<file path="src/rtl/cpu_mmu_miss_pkg.sv">
`default_nettype none
// ============================================================================
//  Module   : cpu_mmu_miss_pkg
//  Purpose  : Shared types and constants for the MMU miss sequencer:
//             FSM state enumeration, timeout terminal count, counter widths.
//  Ports    : none (package)
//  Revision : 1.0 - initial release
// ============================================================================
package cpu_mmu_miss_pkg;

    localparam int TIMEOUT_MAX = 255;
    localparam int TMO_W       = 8;
    localparam int CNT_W       = 16;

    typedef enum logic [2:0] {
        IDLE = 3'd0,
        CMP  = 3'd1,
        EVAL = 3'd2,
        FILL = 3'd3,
        UPD  = 3'd4,
        DONE = 3'd5,
        ERR  = 3'd6
    } state_e;

endpackage : cpu_mmu_miss_pkg
`default_nettype wire

</file>
<file path="src/rtl/cpu_mmu_miss_seq_sat_cnt16.sv">
`default_nettype none
// ============================================================================
//  Module   : sat_cnt16
//  Purpose  : 16-bit event counter that sticks at all-ones instead of
//             wrapping. Asynchronous active-low clear.
//  Ports    : clk_i  - clock
//             rst_ni - asynchronous active-low clear
//             inc_i  - increment enable (one count per cycle)
//             cnt_o  - current count
//  Revision : 1.0 - initial release
// ============================================================================
module sat_cnt16
    import cpu_mmu_miss_pkg::*;
(
    input  logic             clk_i,
    input  logic             rst_ni,
    input  logic             inc_i,
    output logic [CNT_W-1:0] cnt_o
);

    logic [CNT_W-1:0] cnt_q;

    always_ff @(posedge clk_i or negedge rst_ni) begin
        if (!rst_ni) begin
            cnt_q <= '0;
        end else if (inc_i && (cnt_q != '1)) begin
            cnt_q <= cnt_q + 1'b1;
        end
    end

    assign cnt_o = cnt_q;

endmodule : sat_cnt16
`default_nettype wire

</file>
<file path="src/rtl/cpu_mmu_miss_seq.sv">
`default_nettype none
// ============================================================================
//  Module   : cpu_mmu_miss_seq
//  Purpose  : Cache miss sequencer between a CPU, a two-half tag comparator
//             and memory. Handles read hits, read-miss line fill with tag
//             update, write-through (no allocate) writes, cache bypass,
//             memory error and fill timeout. Keeps saturating hit/miss counts.
//  Ports    : sysclk, sys_rst_n          - clock, async active-low reset
//             REQ, WRITE, CACHE_EN       - CPU request, type, cache enable
//             HIT0_n, HIT1_n             - active-low tag compare results
//             MEM_ACK, MEM_ERR           - memory completion / error
//             CON_n, FMISS               - active-low compare enables
//             MEM_REQ, TAG_WE            - memory request, tag write strobe
//             CPU_RDY, CPU_ERR           - completion / error pulses
//             BUSY, HIT_CNT, MISS_CNT    - status and statistics
//  Revision : 1.0 - initial release
// ============================================================================
module cpu_mmu_miss_seq
    import cpu_mmu_miss_pkg::*;
(
    input  logic             sysclk,
    input  logic             sys_rst_n,
    input  logic             REQ,
    input  logic             WRITE,
    input  logic             CACHE_EN,
    input  logic             HIT0_n,
    input  logic             HIT1_n,
    input  logic             MEM_ACK,
    input  logic             MEM_ERR,
    output logic             CON_n,
    output logic             FMISS,
    output logic             MEM_REQ,
    output logic             TAG_WE,
    output logic             CPU_RDY,
    output logic             CPU_ERR,
    output logic             BUSY,
    output logic [CNT_W-1:0] HIT_CNT,
    output logic [CNT_W-1:0] MISS_CNT
);

    state_e             state_q, state_d;
    logic [TMO_W-1:0]   tmo_q, tmo_d;
    logic               write_q, write_d;
    logic               bypass_q, bypass_d;
    logic               hit;
    logic               hit_inc, miss_inc;

    // Output registers: each is decoded from the next state so the pin
    // reflects the state the FSM is in during that cycle.
    logic con_n_q, fmiss_q, mem_req_q, tag_we_q, cpu_rdy_q, cpu_err_q, busy_q;
    logic cmp_d;

    assign hit = !HIT0_n && !HIT1_n;

    always_comb begin
        state_d  = state_q;
        write_d  = write_q;
        bypass_d = bypass_q;
        tmo_d    = '0;
        hit_inc  = 1'b0;
        miss_inc = 1'b0;

        case (state_q)
            IDLE: begin
                if (REQ) begin
                    // Capture the access attributes once; the FSM relies on
                    // them later even though the CPU holds them stable.
                    write_d  = WRITE;
                    bypass_d = !CACHE_EN;
                    state_d  = CACHE_EN ? CMP : FILL;
                end
            end
            CMP:  state_d = EVAL;
            EVAL: begin
                if (hit) begin
                    hit_inc = 1'b1;
                    state_d = write_q ? FILL : DONE;
                end else begin
                    miss_inc = 1'b1;
                    state_d  = FILL;
                end
            end
            FILL: begin
                tmo_d = tmo_q + 1'b1;
                // Priority: error beats acknowledge, acknowledge beats timeout.
                if (MEM_ERR) begin
                    state_d = ERR;
                end else if (MEM_ACK) begin
                    state_d = (write_q || bypass_q) ? DONE : UPD;
                end else if (tmo_q == TMO_W'(TIMEOUT_MAX)) begin
                    state_d = ERR;
                end
            end
            UPD:     state_d = DONE;
            DONE:    state_d = IDLE;
            ERR:     state_d = IDLE;
            default: state_d = IDLE;
        endcase
    end

    assign cmp_d = (state_d == CMP) || (state_d == EVAL);

    always_ff @(posedge sysclk or negedge sys_rst_n) begin
        if (!sys_rst_n) begin
            state_q   <= IDLE;
            tmo_q     <= '0;
            write_q   <= 1'b0;
            bypass_q  <= 1'b0;
            con_n_q   <= 1'b1;
            fmiss_q   <= 1'b1;
            mem_req_q <= 1'b0;
            tag_we_q  <= 1'b0;
            cpu_rdy_q <= 1'b0;
            cpu_err_q <= 1'b0;
            busy_q    <= 1'b0;
        end else begin
            state_q   <= state_d;
            tmo_q     <= tmo_d;
            write_q   <= write_d;
            bypass_q  <= bypass_d;
            con_n_q   <= !cmp_d;
            fmiss_q   <= !cmp_d;
            mem_req_q <= (state_d == FILL);
            tag_we_q  <= (state_d == UPD);
            cpu_rdy_q <= (state_d == DONE) || (state_d == ERR);
            cpu_err_q <= (state_d == ERR);
            busy_q    <= (state_d != IDLE);
        end
    end

    assign CON_n   = con_n_q;
    assign FMISS   = fmiss_q;
    assign MEM_REQ = mem_req_q;
    assign TAG_WE  = tag_we_q;
    assign CPU_RDY = cpu_rdy_q;
    assign CPU_ERR = cpu_err_q;
    assign BUSY    = busy_q;

    sat_cnt16 u_hit_cnt (
        .clk_i  (sysclk),
        .rst_ni (sys_rst_n),
        .inc_i  (hit_inc),
        .cnt_o  (HIT_CNT)
    );

    sat_cnt16 u_miss_cnt (
        .clk_i  (sysclk),
        .rst_ni (sys_rst_n),
        .inc_i  (miss_inc),
        .cnt_o  (MISS_CNT)
    );

endmodule : cpu_mmu_miss_seq
`default_nettype wire
</file>
<file path="config.mk">
export PLATFORM = sky130hd
export DESIGN_NAME = cpu_mmu_miss_seq
export DESIGN_NICKNAME = d
export VERILOG_FILES = /design/src/rtl/cpu_mmu_miss_pkg.sv /design/src/rtl/cpu_mmu_miss_seq_sat_cnt16.sv /design/src/rtl/cpu_mmu_miss_seq.sv
export SDC_FILE = /design/constraint.sdc
export NUM_CORES = 1
export LEC_CHECK = 0
export CAP_MARGIN = 20
export CORE_ASPECT_RATIO = 0.6
export CORE_MARGIN = 5
export CORE_UTILIZATION = 30
export DETAILED_ROUTE_END_ITERATION = 16
export SLEW_MARGIN = 30
export SYNTH_ARGS = -nofsm -noshare
export SYNTH_HDL_FRONTEND = slang
export SYNTH_SLANG_ARGS = --single-unit
export TNS_END_PERCENT = 50
</file>
<file path="constraint.sdc">
create_clock -name sysclk -period 2.4 [get_ports sysclk]
set_clock_uncertainty 0.05 [all_clocks]
set_input_delay 0.72 -clock sysclk [delete_from_list [all_inputs] [get_ports sysclk]]
set_output_delay 0.72 -clock sysclk [all_outputs]
set_load 0.05 [all_outputs]
</file>
==> flow_summary_export.csv <==
group,metric,value,unit
detailed_routing,first_pass_iters,4,
sta,finalHoldViolations,0,
sta,period_share,0.978,
worst_setup_path,crit_path_cell_trace,"clkdlybuf4s50_1",
clock_tree,h-tree-depth,2,
sta,worst_slack,53.1,ps
sta,setup_viol,0,
worst_setup_path,criticalPathCategory,"reg -> out",
clock_tree,insertion_delay,280,ps
placement,dpl.hpwl,4170,um
clock_tree,clkSinkCount,51,
placement,finalWeightedCongestion,0.822,
yosys,synth-edff-count,0,
placement,pre_cts_slack,-207,ps
yosys,synth_xor_area_frac,0.107,
yosys,synth_compound_area_frac,0.0745,
cells_and_area,nNetsFinal,298,
grt,grt_start_max_net_pins,36,
grt,grt.overflow.total,0,
worst_setup_path,crit_family,"buffers and inverters",
sta,rsz0062_at_grt,"no",
detailed_routing,vias,1815,
power_and_ir_drop,ir_drop,0.580,mV
sta,min_period,2350,ps
grt,track_usage,0.117,
yosys,ys.flop_type,"dfrtp_1",
yosys,ys_warn_count,0,
cells_and_area,diodes,0,
detailed_routing,antenna_left,0,
worst_setup_path,ff2ff_setup_slack,440,ps
sta,relSlewSlack,0.653,
power_and_ir_drop,power_density,997,nW/um2
worst_setup_path,r2r_end,"u_hit_cnt.cnt_o[13]",
cells_and_area,final_common_cell,"dfrtp_1",
worst_setup_path,endpoint_kind,"output port",
yosys,synth_cells,221,
worst_setup_path,cp-start-kind,"register",
detailed_routing,drtIter0Drc,95,
floorplan,rows,25,
clock_tree,cts.clk_slew.worst_paths,70,ps
worst_setup_path,regToRegStartpoint,"state_q[2]",
floorplan,boundaryPins,48,
placement,portBuffers,47,
detailed_routing,wl,5450,um
sta,slew_viol_final,0,
yosys,ys_seq_area_frac,0.536,
worst_setup_path,cp.required,1630,ps
grt,antenna_found_initial,0,
yosys,syn_area,2380,um2
cells_and_area,fillCellCount,788,
worst_setup_path,rr_worst_depth,5,
yosys,synth.distinct_cells,41,
cells_and_area,final_layout_size_suffix_gt1_frac,0.153,
detailed_routing,wl_per_cell,13.8,um
yosys,ys_ff_latch,51,
floorplan,coreArea,7820,um2
clock_tree,cts_buffers,5,
sta,tightest_slew,520,ps
outcome,outcome,"finished, final reports clean",
worst_setup_path,arrival,1580,ps
floorplan,die_w,125,um
yosys,synth_top_family_by_area,"simple AND/OR/NAND/NOR gates",
yosys,synth_fa_ha_area_frac,0.0157,
clock_tree,cts_tree,"done",
clock_tree,root_buffer,"clkbuf_16",
cells_and_area,synthToLayoutAreaGrowth,35.4,%
worst_setup_path,crit_buf_inv,1,
power_and_ir_drop,p_leak,1.47,nW
worst_setup_path,cp_slowest_stage_delay,840,ps
worst_setup_path,path_max_fanout,5,
clock_tree,postCtsSetupRepairBufs,0,
detailed_routing,remaining_drc_errors,0,
yosys,synthSimpleGateAreaFrac,0.230,
cells_and_area,final_cell_mix,"50 x dfrtp_1, 34 x clkdlybuf4s50_1, 24 x buf_4, 23 x nor2_1, 18 x xnor2_1",
detailed_routing,vias_per_cell,4.59,
power_and_ir_drop,total_power,3.22,mW
floorplan,die-area,9890,um2
floorplan,initial_utilization,0.305,
yosys,syn-num-nets,233,
yosys,synthArstFlopShare,1.00,
floorplan,die_y,79.0,um
clock_tree,clk_path_buf_depth,2,
sta,fmax,426,MHz
yosys,syn_avg_cell_area,10.8,um2
grt,grt_first_pass_wirelength,9420,um
yosys,synthMuxAreaShare,0.0189,
sta,whs,318,ps
grt,grt_pass1_vias,1858,
flow_run,maxCapViolCount,0,
hold_path,holdCritPathClass,"in -> async",
worst_setup_path,cp_slowest_cell,"clkdlybuf4s50_1",
## final cells by class
type | instances | area [um2] | share of cell area
Multi-Input combinational cell | 160 | 1060 | 0.330
Clock inverter | 2 | 37.5 | 0.0116
Timing Repair Buffer | 61 | 558 | 0.173
Sequential cell | 51 | 1280 | 0.396
Inverter | 7 | 26.3 | 0.00814
Tap cell | 108 | 135 | 0.0419
Clock buffer | 6 | 129 | 0.0399
## repair_timing
item | 4_1_cts | 5_1_grt
hold buffers | 0 | 0
gates resized for setup | 0 | 1
endpoints found under the hold margin | 0 | 0
setup endpoints to repair | 0 | 1
## how the worst max path moves through the flow
stage,cells after the start,to,startpoint
floorplan,5,u_hit_cnt.cnt_o[13],HIT1_n
global placement,6,u_hit_cnt.cnt_o[13],HIT1_n
detailed placement,6,u_hit_cnt.cnt_o[13],HIT1_n
CTS,1,HIT_CNT[12],u_hit_cnt.cnt_o[12]
global route,1,MISS_CNT[13],u_miss_cnt.cnt_o[13]
finish,1,HIT_CNT[14],u_hit_cnt.cnt_o[14]
## report_power, final
part / leakage (nW) / switching [mW] / total, mW / internal, mW
clock network: 0.0771 / 0.303 / 0.795 / 0.492
logic: 0.721 / 0.760 / 1.23 / 0.473
registers: 0.675 / 0.168 / 1.19 / 1.02
## stage by stage
step	std cells	utilization	instance area [um2]	TNS, ps
4_1_cts	395	0.412	3220	0
3_5_place_dp	387	0.391	3060	-1280
3_3_place_gp	387	0.391	3060	-701
2_1_floorplan	221	-	2380	0
5_1_grt	395	0.413	3230	0
6_report	395	0.413	3230	0
## state kept, by name, indices dropped and copies added (netlist names)
register          flops
BUSY                  1
FMISS                 1
TAG_WE                1
write_q               1
u_hit_cnt.cnt_o      16
bypass_q              1
MEM_REQ               1
state_q               3
CPU_RDY               1
CPU_ERR               1
u_miss_cnt.cnt_o     16
tmo_q                 8
## routing by layer
metal	vias to the layer above	share of wire	global-route usage	wire, um
met1	853	0.55	0.176	3010
met4	0	0.0077	0.0260	42
met5	-	0	0	0
li1	922	-	-	-
met3	4	0.046	0.0323	252
met2	36	0.39	0.167	2150
## Yosys cell counts, drive strengths merged, types with 3 or more instances
| cell type | count | area [um2] |
|---|---|---|
| nor2 | 23 | 86.3 |
| nor3 | 3 | 15.0 |
| nand4 | 8 | 50.1 |
| and4 | 8 | 70.1 |
| xnor2 | 18 | 158 |
| mux2 | 4 | 45.0 |
| a31oi | 5 | 31.3 |
| nand2 | 16 | 60.1 |
| and2 | 4 | 25.0 |
| nand3 | 11 | 55.1 |
| xor2 | 11 | 96.3 |
| dfrtp | 50 | 1250 |
| and3 | 10 | 62.6 |
| inv | 7 | 26.3 |
| a21oi | 11 | 55.1 |
| ha | 3 | 37.5 |
| o21ai | 3 | 15.0 |
## logic make-up after synthesis
kind of cell             after synthesis
AND/OR/NAND/NOR                       96
flip-flops                            51
XOR/XNOR                              29
AO/OA/AOI/OAI                         28
buffers and inverters                 10
multiplexers                           4
adder cells (fa/ha/maj)                3
Note: power is estimated with default switching activity, not from simulation.
==> RTL edit (same flow settings) <==
Make the reset (`rst_ni` and `sys_rst_n`) synchronous in 2 clocked blocks. Comments in the files are not updated.
--- a/src/rtl/cpu_mmu_miss_seq_sat_cnt16.sv
+++ b/src/rtl/cpu_mmu_miss_seq_sat_cnt16.sv
@@ -22,3 +22,3 @@
 
-    always_ff @(posedge clk_i or negedge rst_ni) begin
+    always_ff @(posedge clk_i) begin
         if (!rst_ni) begin
--- a/src/rtl/cpu_mmu_miss_seq.sv
+++ b/src/rtl/cpu_mmu_miss_seq.sv
@@ -102,3 +102,3 @@
 
-    always_ff @(posedge sysclk or negedge sys_rst_n) begin
+    always_ff @(posedge sysclk) begin
         if (!sys_rst_n) begin
Function: differs if sys_rst_n is asserted again (counterexample within 4 cycles, from zero or initial values and one cycle with sys_rst_n low); with sys_rst_n held inactive, the same outputs for 10 cycles.
==> RTL edit against the original RTL <==
  * Sequential cell count unchanged
  * Synthesized cell count up 23%
  * Area after synthesis up 2.6%
  * Cell area down 0.39%
  * Die area up 2.3%
  * Wire length up 12%
  * Setup slack better by 0.020 ns
  * Final cell count up 11%
  * Critical path type unchanged
  * Critical endpoint is now HIT_CNT[10]
  * Largest cell class is now multi-input gates
Power is not compared: it rests on default switching activity, and its combinational part moved more than twofold at a synthesized area within 25%.
==> RTL edit: results (changes against the original RTL) <==
- Status: finished, final reports clean
- FF+latch area: 1020 µm² (-20%)
- Layout non-clock buf frac: 0.167 (-0.00555)
- Critical Path AT: 1.56 ns (-0.02 ns)
- Fill cells: 798 (+1.3%)
- DPL Wire Length: 4.64 mm (+11%)
- Root Buffer: clkbuf_16
- Met3 Use GR: 0.0281 (-0.00418)
- RR Endpoint: u_miss_cnt.cnt_o[3]
- Clock network share of area: 0.0475 (-0.00408)
- Crit-path max FO: 6 (+1)
- FFs w/ async S/R, synth: 0 (-1.00)
- Synth top area cells: dfxtp_1 42%, nor2_1 5.7%, xnor2_1 5.0%
- Met2 Use GR: 0.177 (+0.00949)
- Min-delay worst type: reg2reg
- Worst reg2reg path depth: 7 (+2)
- Layout cells sized above 1: 0.166 (+0.0129)
- Diodes inserted: 0 (unchanged)
- Post-synth cell types: 50 (+22%)
- Vias per inst: 4.86 (+5.7%)
- Vias in the first global route: 2054 (+11%)
- Fin crit share: 0.970 (-0.00818)
- Reg-to-reg critical path startpoint: u_miss_cnt.cnt_o[1]
- Met3 Wirelength: 270 µm (+7.1%)
- Post-layout nets: 342 (+15%)
- Pre-CTS WS: -0.106 ns (+0.102 ns)
- Ys Warns: 0 (unchanged)
- First-pass GRT wire length: 10.4 mm (+10%)
- Tot GR Track Use: 0.127 (+0.00995)
- DR WL met2: 2.29 mm (+6.7%)
- Worst-margin pin slew: 0.647 ns (+0.127 ns)
- Seq/Total Area, Yosys: 0.418 (-0.118)
- Most frequent cells after synthesis: 51 x dfxtp_1, 37 x nor2_1, 24 x nand2_1, 14 x nand3_1, 14 x xnor2_1
- Syn_nets: 284 (+22%)
- Largest net degree at the start of global routing: 21 (-42%)
- CP Capture Point: HIT_CNT[10]
- Prevailing post-synth register cell: dfxtp_1
- Total Wirelength: 6.10 mm (+12%)
- Met1 wire length: 3.48 mm (+16%)
- Non-CTS inverters: 5 (-2)
- Grt met1 use: 0.194 (+0.0185)
- Area of the multi-input gates: 1350 µm² (+27%)
- Placer congestion estimate: 0.831 (+1.0%)
- Worst setup path startpoint: u_hit_cnt.cnt_o[10]
## RTL edit: per-stage QoR
stage | utilization | hold slack [ns] | setup TNS, ns | instances | area, µm²
2_1_floorplan | - | 0.363 | 0 | 272 | 2440
3_3_place_gp | 0.387 | 0.375 | -0.178 | 431 | 3060
3_5_place_dp | 0.387 | 0.386 | -0.335 | 431 | 3060
4_1_cts | 0.406 | 0.397 | 0 | 439 | 3210
5_1_grt | 0.406 | 0.436 | 0 | 439 | 3210
6_report | 0.406 | 0.397 | 0 | 439 | 3210
## RTL edit: logic make-up after synthesis
kind of cell             share of synthesized area
buffers and inverters                       0.0307
XOR/XNOR                                    0.0860
AND/OR/NAND/NOR                              0.325
multiplexers                                0.0287
flip-flops                                   0.418
AO/OA/AOI/OAI                               0.0962
adder cells (fa/ha/maj)                     0.0154
